===== config.mk =====
export PLATFORM = sky130hd
export DESIGN_NAME = uart_tx_arbiter
export DESIGN_NICKNAME = d
export VERILOG_FILES = /design/src/rtl/uart_tx_arbiter.sv
export SDC_FILE = /design/constraint.sdc
export NUM_CORES = 1
export LEC_CHECK = 0
export ABC_AREA = 1
export BUFFER_PORTS_ARGS = -buffer_cell sky130_fd_sc_hd__buf_2
export CELL_PAD_IN_SITES_DETAIL_PLACEMENT = 1
export CELL_PAD_IN_SITES_GLOBAL_PLACEMENT = 2
export CORE_MARGIN = 3
export CORE_UTILIZATION = 28
export DETAILED_ROUTE_END_ITERATION = 7
export PLACE_DENSITY_LB_ADDON = 0.1
export SYNTH_ARGS = -nofsm -noshare
export SYNTH_HDL_FRONTEND = slang
export SYNTH_SLANG_ARGS = --single-unit

===== constraint.sdc =====
create_clock -name clk -period 2.12 [get_ports clk]
set_input_delay 0.212 -clock clk [delete_from_list [all_inputs] [get_ports clk]]
set_output_delay 0.212 -clock clk [all_outputs]
set_load 0.01 [all_outputs]

===== src/rtl/uart_tx_arbiter.sv =====
// uart_tx_arbiter
// Shares one UART transmitter between NUM_REQ byte sources. Grants are
// round-robin per packet: the grantee stays locked until it sends a byte
// marked req_last. The block drives the UART start/ready handshake and
// raises a one-cycle timeout_err if the UART never acknowledges a start
// or if a locked grantee stalls too long between bytes.
//
// Timeout timing:
//  - ack timeout: timeout_err is high exactly ACK_TIMEOUT cycles after the
//    uart_start_tx cycle, provided uart_tx_ready never fell in between.
//  - lock timeout: counting the first stalled IDLE cycle as cycle 1,
//    timeout_err is high on stalled cycle LOCK_TIMEOUT. The lock is already
//    released in that cycle, so another requester can win it.
// Both timeouts must be at least 2.
module uart_tx_arbiter #(
    parameter int NUM_REQ      = 4,
    parameter int IDW          = 2,
    parameter int ACK_TIMEOUT  = 16,
    parameter int LOCK_TIMEOUT = 50000000
) (
    input  logic                   clk,
    input  logic                   rst,
    input  logic [NUM_REQ-1:0]     req_valid,
    input  logic [8*NUM_REQ-1:0]   req_data,
    input  logic [NUM_REQ-1:0]     req_last,
    output logic [NUM_REQ-1:0]     req_ready,
    output logic [7:0]             uart_tx,
    output logic                   uart_start_tx,
    input  logic                   uart_tx_ready,
    output logic [IDW-1:0]         grant_id,
    output logic                   busy,
    output logic                   timeout_err
);

    localparam int ACW = $clog2(ACK_TIMEOUT + 1);
    localparam int LCW = $clog2(LOCK_TIMEOUT + 1);

    // The SEND cycle and the first counted cycle are both part of the
    // timeout window, and the registered pulse adds one more, hence -2.
    localparam logic [ACW-1:0] ACK_LIMIT  = ACW'(ACK_TIMEOUT - 2);
    localparam logic [LCW-1:0] LOCK_LIMIT = LCW'(LOCK_TIMEOUT - 2);

    typedef enum logic [1:0] {
        ST_IDLE    = 2'd0,
        ST_SEND    = 2'd1,
        ST_WAIT_LO = 2'd2,
        ST_WAIT_HI = 2'd3
    } state_t;

    state_t               state_q, state_d;
    logic [IDW-1:0]       rr_ptr_q, rr_ptr_d;
    logic [IDW-1:0]       grant_id_q, grant_id_d;
    logic                 locked_q, locked_d;
    logic [ACW-1:0]       ack_cnt_q, ack_cnt_d;
    logic [LCW-1:0]       lock_cnt_q, lock_cnt_d;
    logic [7:0]           uart_tx_q, uart_tx_d;
    logic                 start_q, start_d;
    logic [NUM_REQ-1:0]   req_ready_q, req_ready_d;
    logic                 busy_q, busy_d;
    logic                 timeout_err_q, timeout_err_d;

    logic                 pick_found_s;
    logic [IDW-1:0]       pick_id_s;

    // (base + off) modulo NUM_REQ, for base and off both below NUM_REQ.
    function automatic logic [IDW-1:0] rr_wrap(input logic [IDW-1:0] base,
                                               input logic [IDW-1:0] off);
        logic [IDW:0] sum;
        sum = {1'b0, base} + {1'b0, off};
        if (sum >= (IDW+1)'(NUM_REQ)) begin
            sum = sum - (IDW+1)'(NUM_REQ);
        end else begin
            sum = sum;
        end
        return sum[IDW-1:0];
    endfunction

    // Arbitration: a locked grantee is the only candidate; otherwise pick the first valid requester at or after rr_ptr.
    always_comb begin
        logic [IDW-1:0] idx_v;
        pick_found_s = 1'b0;
        pick_id_s    = '0;
        idx_v        = '0;
        if (locked_q) begin
            if (req_valid[grant_id_q]) begin
                pick_found_s = 1'b1;
                pick_id_s    = grant_id_q;
            end else begin
                pick_found_s = 1'b0;
            end
        end else begin
            // Scan from the farthest offset down so the nearest valid one wins.
            for (int k = NUM_REQ - 1; k >= 0; k--) begin
                idx_v = rr_wrap(rr_ptr_q, IDW'(k));
                if (req_valid[idx_v]) begin
                    pick_found_s = 1'b1;
                    pick_id_s    = idx_v;
                end else begin
                    pick_found_s = pick_found_s;
                end
            end
        end
    end

    // Next-state logic: handshake sequencing, lock tracking, timeouts and rr_ptr update.
    always_comb begin
        state_d       = state_q;
        rr_ptr_d      = rr_ptr_q;
        grant_id_d    = grant_id_q;
        locked_d      = locked_q;
        ack_cnt_d     = ack_cnt_q;
        lock_cnt_d    = lock_cnt_q;
        timeout_err_d = 1'b0;

        case (state_q)
            ST_IDLE: begin
                if (uart_tx_ready && pick_found_s) begin
                    grant_id_d = pick_id_s;
                    state_d    = ST_SEND;
                end else if (locked_q && !req_valid[grant_id_q]) begin
                    // Locked grantee has nothing to send: count the stall.
                    if (lock_cnt_q >= LOCK_LIMIT) begin
                        timeout_err_d = 1'b1;
                        locked_d      = 1'b0;
                        rr_ptr_d      = rr_wrap(grant_id_q, IDW'(1));
                        lock_cnt_d    = '0;
                    end else begin
                        lock_cnt_d = lock_cnt_q + LCW'(1);
                    end
                end else begin
                    lock_cnt_d = lock_cnt_q;
                end
            end
            ST_SEND: begin
                // Byte is accepted this cycle; its last flag decides the lock.
                locked_d   = ~req_last[grant_id_q];
                lock_cnt_d = '0;
                state_d    = ST_WAIT_LO;
            end
            ST_WAIT_LO: begin
                if (!uart_tx_ready) begin
                    state_d = ST_WAIT_HI;
                end else if (ack_cnt_q >= ACK_LIMIT) begin
                    timeout_err_d = 1'b1;
                    locked_d      = 1'b0;
                    state_d       = ST_IDLE;
                end else begin
                    ack_cnt_d = ack_cnt_q + ACW'(1);
                end
            end
            ST_WAIT_HI: begin
                // No timeout here: a slow-baud frame legitimately takes ~52k cycles.
                if (uart_tx_ready) begin
                    state_d = ST_IDLE;
                    if (!locked_q) begin
                        rr_ptr_d = rr_wrap(grant_id_q, IDW'(1));
                    end else begin
                        rr_ptr_d = rr_ptr_q;
                    end
                end else begin
                    state_d = ST_WAIT_HI;
                end
            end
            default: begin
                state_d  = ST_IDLE;
                locked_d = 1'b0;
            end
        endcase

        if (state_d != state_q) begin
            ack_cnt_d  = '0;
            lock_cnt_d = '0;
        end else begin
            ack_cnt_d  = ack_cnt_d;
        end
    end

    // Output next values: the strobes are set on entry to SEND so they are high exactly while in SEND.
    always_comb begin
        start_d     = (state_d == ST_SEND);
        busy_d      = (state_d != ST_IDLE);
        req_ready_d = '0;
        uart_tx_d   = uart_tx_q;
        if (start_d) begin
            req_ready_d = {{(NUM_REQ-1){1'b0}}, 1'b1} << grant_id_d;
            uart_tx_d   = req_data[32'(grant_id_d) * 32'd8 +: 8];
        end else begin
            req_ready_d = '0;
        end
    end

    // State and output registers with asynchronous active-low reset.
    always_ff @(posedge clk or negedge rst) begin
        if (!rst) begin
            state_q       <= ST_IDLE;
            rr_ptr_q      <= '0;
            grant_id_q    <= '0;
            locked_q      <= 1'b0;
            ack_cnt_q     <= '0;
            lock_cnt_q    <= '0;
            uart_tx_q     <= 8'h00;
            start_q       <= 1'b0;
            req_ready_q   <= '0;
            busy_q        <= 1'b0;
            timeout_err_q <= 1'b0;
        end else begin
            state_q       <= state_d;
            rr_ptr_q      <= rr_ptr_d;
            grant_id_q    <= grant_id_d;
            locked_q      <= locked_d;
            ack_cnt_q     <= ack_cnt_d;
            lock_cnt_q    <= lock_cnt_d;
            uart_tx_q     <= uart_tx_d;
            start_q       <= start_d;
            req_ready_q   <= req_ready_d;
            busy_q        <= busy_d;
            timeout_err_q <= timeout_err_d;
        end
    end

    assign req_ready     = req_ready_q;
    assign uart_tx       = uart_tx_q;
    assign uart_start_tx = start_q;
    assign grant_id      = grant_id_q;
    assign busy          = busy_q;
    assign timeout_err   = timeout_err_q;

endmodule


; ---- Word level (Yosys, flattened, before mapping)
; Index checks and enable logic that the tools add are counted.
; W data, S select, Z words.
[op_classes]
addsub = 11
n_lt_le_gt_ge = 12
eq_ne = 15
shifts = 2
mux = 68
bitwise = 1
n_reduce_logical = 14
[ops]
columns = op, n
row1 = $mux W26, 4
row2 = $mux W2, 26
row3 = $pmux W26 S2, 1
row4 = $shiftx A32 B6 Y8, 1
row5 = $add A26 B1 Y26 const B, 1
row6 = $ge A26 B26 Y1 const B, 1
row7 = $mux W1, 22
row8 = $mux W5, 4
row9 = $lt A2 B3 Y1 const B, 5
row10 = $ne A2 B2 Y1 const B, 7
row11 = $bmux W1 S2, 6
row12 = $ge A3 B3 Y1 const B, 4
row13 = $reduce_and A6 Y1, 2
row14 = $sub A2 B1 Y2 const B, 5
row15 = $pmux W2 S4, 1
row16 = $reduce_bool A2 Y1, 4
row17 = $add A2 B1 Y3 const B, 2
row18 = $add A2 B2 Y3 const B, 2
row19 = $ne A3 B3 Y1 const B, 2
row20 = $reduce_and A3 Y1, 2
row21 = $reduce_bool A3 Y1, 2
row22 = $add A5 B1 Y5 const B, 1
row23 = $ge A5 B4 Y1 const B, 1
row24 = $eq A2 B1 Y1 const B, 2
row25 = other kinds (13), 15
[totals]
register_bits = 53
in_bits = 43
out_inout_bits = 17
wordCells = 134

; ---- Depth between registers and ports, before layout
[logic_depth]
ltp_word = 17
mapped_depth = 16
ltp_nobuf = 15

; ---- Least setup slack after synthesis
; No wires, ideal clock.
[synth_path]
path_type = reg-to-reg
start = register ack_cnt_q[1]
end = register lock_cnt_q[14]
setup_time_ps = 120
t_arrival_ps = 1860
t_required_ps = 2000
path_slack_ps = 140
stages_incl_launch_ff = 11
path_buffers = 1
synth_period_minus_slack_ps = 1980
cell_sequence = dfrtp_1 -> ha_1 -> or2_2 -> a31oi_1 -> nand2_1 -> nand3_1 -> a21boi_4 -> nand2_2 -> buf_6 -> nand3_1 -> o21ai_2
[synth_via]
elab_chain_len = 7
word_cells_on_any_way = 10
classes_between = 1 x order compare / 3 x eq/ne / 4 x mux / 2 x reduce/logical
[synth_rtl]
columns = element, line_no
row1 = "start, declared", 54  ; logic [ACW-1:0] ack_cnt_q, ack_cnt_d;
row2 = "start signal, assigned", 211  ; ack_cnt_q <= ack_cnt_d;
row3 = $ge A5 B4 Y1 *, 143  ; end else if (ack_cnt_q >= ACK_LIMIT) begin
row4 = $mux W2 *, 143
row5 = $mux W2 *, 141  ; if (!uart_tx_ready) begin
row6 = $pmux W2 S4 *, 115  ; case (state_q)
row7 = $ne A2 B2 Y1 *, 170  ; if (state_d != state_q) begin
row8 = $ne A3 B3 Y1 (no line) or $reduce_bool A3 Y1 (tied branches), -
row9 = $reduce_and A3 Y1 (no line), -
row10 = "end signal, assigned", 212  ; lock_cnt_q <= lock_cnt_d;
row11 = "end, declared", 55  ; logic [LCW-1:0] lock_cnt_q, lock_cnt_d;
; Every way passes the cells marked *; elsewhere a longest branch is shown, timed or not.
; A chain may end at the register's enable or synchronous reset.

; ---- Worst setup path after layout
[layout_path]
start = register rr_ptr_q[0]
end = register uart_tx_q[0], in the netlist uart_tx[0]
[layout_via]
elab_chain_len = 15
word_cells_on_any_way = 44
classes_between = 7 x add/sub / 4 x order compare / 1 x eq/ne / 1 x shift / 30 x mux / 1 x reduce/logical
[layout_rtl]
columns = element, line_no
row1 = "start, declared", 51  ; logic [IDW-1:0] rr_ptr_q, rr_ptr_d;
row2 = "start signal, assigned", 208  ; rr_ptr_q <= rr_ptr_d;
row3 = $add A2 B2 Y3, 69  ; sum = {1'b0, base} + {1'b0, off};
row4 = $ge A3 B3 Y1 or $sub A2 B1 Y2 (tied branches), "70, 71"
row5 = $mux W2, 70  ; if (sum >= (IDW+1)'(NUM_REQ)) begin
row6 = $mux W2, 84  ; if (locked_q) begin
row7 = $bmux W1 S2, 95  ; if (req_valid[idx_v]) begin
row8 = $mux W1 (not written as such), 95
row9 = $mux W1 (4 in series), 95
row10 = $mux W1, 84
row11 = $logic_and A1 B1 Y1, 117  ; if (uart_tx_ready && pick_found_s) begin
row12 = $mux W2, 117
row13 = $mux W2 or $pmux W2 S4 (tied branches), 115
row14 = $shiftx A32 B6 Y8 or $eq A2 B1 Y1 (tied branches), "186, 180"
row15 = "end signal, assigned", 213  ; uart_tx_q <= uart_tx_d;
row16 = "end, declared", 56  ; logic [7:0] uart_tx_q, uart_tx_d;
; Parallel ways exist; a longest one is shown, timed or not. The select of a mux whose other input is x is not followed.

==> metrics.md <==
| Metric | Value |
|---|---|
| R2R Setup Slk | `0.12 ns` |
| Most frequent cell after synthesis | `nand2_1` |
| Final core utilization | `39.0%` |
| Count of cell types in the netlist | `34` |
| DRC viols | `0` |
| Synth async-reset ratio | `100%` |
| Total Routed Length | `12,000 um` |
| CP endpoint | `uart_tx[0]$_DFFE_PN0P_` |
| Commonest cells in the netlist | `158 x nand2_1, 54 x inv_1, 53 x dfrtp_1` |
| Root Buffer | `clkbuf_16` |
| FF-to-FF End | `uart_tx[0]$_DFFE_PN0P_` |
| WP data arrival | `2.19 ns` |
| Initial Utilization | `29.1%` |
| Longest Clk Path Bufs | `2` |
| Syn nets | `548` |
| Status | `complete, no violations` |
| I/O pin cnt | `60` |
| DRT Pass-1 Iters | `4` |
| Htree depth | `2` |
| Max-slew headroom | `67.0%` |
| Final estimated routing congestion in global placement | `0.861` |
| Rows | `40` |
| First-pass GRT wire length | `20,000 um` |
| Critical Path Start | `rr_ptr_q[0]$_DFFE_PN0P_` |
| Skew-Pair Late Insertion Delay | `0.30 ns` |
| Syn-to-layout area delta | `34.1%` |
| Vias in the first global route | `4,057` |
| Worst Reg2Reg Path Length in Cells | `14` |
| Crit path max fanout | `6` |
| Diode count | `0` |
| Final hold vios | `0` |
| GRT Overall Usage | `17.2%` |
| Switch Pwr | `2.26 mW` |
| Area leader, netlist | `dfrtp_1` |
| Post-synthesis sequential area ratio | `37.3%` |
| Via count | `3,728` |
| TritonCTS buffer count | `5` |
| Yosys top cell area share | `37.3%` |
| Pint | `2.84 mW` |
| VDD IR max | `0.000364 V` |
| Clock Power Share | `19.7%` |
| Area after detailed placement | `4330 um2` |
| Placed insts | `761` |
| Clock Skews | `0.00349 ns` |
| EDFF count, synth | `0` |
| Pin count of the biggest net entering global routing | `54` |
| Setup TNS | `0 ns` |
| R2r startpoint | `rr_ptr_q[0]$_DFFE_PN0P_` |
| Design Area, Final | `4760 um2` |
| Grt total ovfl | `0` |
| Worst Hold Launch | `uart_tx_ready` |
| 1st-iter DRT viols | `126` |
| Post-synthesis cell area | `3550 um2` |
| CTS sink count | `53` |
| Total chip power | `5.10 mW` |
| CTS tree | `done` |
| Comb pwr share | `54.2%` |
| Die height | `119 um` |
| Final Non-Filler Cells | `781` |
| Slew Limit Fails | `0` |
| PD cells | `1070 nW/um2` |
| Top_reg_cell synth | `dfrtp_1` |
| Core box area | `12,200 um2` |
| Initial antenna violation count | `0` |
| CP required | `2.32 ns` |
| Crit end category | `flip-flop` |
| Maximum clock frequency | `0.501 GHz` |
| Avg Cell Area, Syn | `7.09 um2` |
| Static Leak | `2.36 nW` |
| Slew @ Worst Pin | `0.491 ns` |
| Worst-path clk slew | `0.07 ns` |
| Die Width | `119 um` |
| Cell count after synthesis | `501` |
| Critical Path Source Type | `flip-flop` |
| Layout cells sized above 1 | `30.0%` |
| Total of max-cap violations | `0` |
| Period utilization | `94.1%` |
| Crit path kind | `flip-flop to flip-flop` |
| Post-layout min period | `2.00 ns` |
| Total die area | `14,100 um2` |
| IO buf count | `59` |
| Synth area leaders | `dfrtp_1 37%, nand2_1 17%, nand3_1 7.0%` |
| Wire per inst | `15.3 um` |
| Flop pwr share | `26.2%` |
| Final net count | `659` |
| DR vias/cell | `4.77` |
| HP Class | `primary input to flip-flop` |
| Detailed Place HPWL | `9120 um` |
| Switching Fraction | `44.4%` |
| DRT antenna net count | `0` |
| FF+latch count, synth | `53` |
| Endpoints failing setup | `0` |
| YS warnings | `0` |
[critical path, cell delays in order (launching register included)]
cell and delay (ns):
dfrtp_2 0.46, inv_2 0.10, nand2_2 0.07, nand2_2 0.08, nand2_2 0.07, nor3_4 0.21
nand2_2 0.09, nand3_4 0.11, nor2_2 0.06, nor2_4 0.21, clkinvlp_4 0.20, nand2_1 0.10
nand2_1 0.05, nand2_1 0.05, nand2_1 0.05
[worst min path at each step]
stage                     slack, ns  cells past startpoint                       end
after floorplan               -0.08                      0  ack_cnt_q[0]$_DFFE_PN0P_
after global placement         0.24                      2   rr_ptr_q[0]$_DFFE_PN0P_
after detailed placement       0.25                      2   rr_ptr_q[0]$_DFFE_PN0P_
after CTS                      0.25                      3      state_q[0]$_DFF_PN0_
after global routing           0.27                      3      state_q[0]$_DFF_PN0_
final                          0.26                      3      state_q[0]$_DFF_PN0_
[flip-flops by register name, summed over array words and instances, names as in the netlist]
register / cells
ack_cnt_q: 5
busy: 1
grant_id: 2
lock_cnt_q: 26
locked_q: 1
req_ready: 4
rr_ptr_q: 2
state_q: 2
timeout_err: 1
uart_start_tx: 1
uart_tx: 8
[cell families after synthesis]
group / synth area share (%)
AO/OA/AOI/OAI: 11.1
XOR/XNOR: 4.44
adder cells (fa/ha/maj): 1.41
buffers and inverters: 8.31
flip-flops: 37.3
AND/OR/NAND/NOR: 37.4
[power groups by stage]
| stage | sequential [mW] | combinational [mW] | clock (mW) |
|---|---|---|---|
| floorplan | 1.37 | 1.55 | 0 |
| global placement | 1.35 | 2.40 | 0 |
| detailed placement | 1.35 | 2.44 | 0 |
| CTS | 1.34 | 2.46 | 1.04 |
| global route | 1.37 | 3.10 | 1.07 |
| finish | 1.33 | 2.76 | 1.00 |
[metal layers]
layer	GRT usage, %	part of all wire (%)
met5	0	0
met4	3.84	1.0
met3	2.58	3.2
met2	28.6	47
met1	23.6	49
[per-stage QoR]
stage               hold WS (ns)  worst slack, ns
floorplan                -0.0836            0.140
global placement           0.242           0.0417
detailed placement         0.246           0.0194
CTS                        0.250           0.0110
global route               0.268          -0.0397
finish                     0.264            0.125
[placed cells by master, fill, tap and decap left out, drive strengths merged]
master,n
nand4,13
or2,1
a22oi,1
o21ai,31
o22ai,7
xnor2,2
buf,111
ha,4
dlygate4sd3,1
clkinvlp,4
a21boi,1
a21oi,8
xor2,16
nor2,52
dfrtp,53
nand2,166
o31ai,2
o211ai,2
inv,58
nor3b,2
nand3,52
nor4,3
a31oi,2
nor3,14
bufinv,1
clkbuf,6
[timing repair]
action / 4_1_cts / 5_1_grt
endpoints found under the hold margin: 53 / 0
hold buffers: 1 / 0
endpoints found under the setup margin: 2 / 41
buffers inserted: 0 / 8
pin swaps: 0 / 11
cloned: 0 / 3
gates resized for setup: 1 / 44
[layout make-up]
cell class              count  area [um2]
well taps                 168         210
fillers                  1562        7450
repair buffers            112         744
clock buffers               6         139
clock inverters             2        37.5
repair inverters            2        15.0
multi-input cells         379        2060
inverters                  59         230
flip-flops and latches     53        1330
Note: power is estimated with default switching activity, not from simulation.
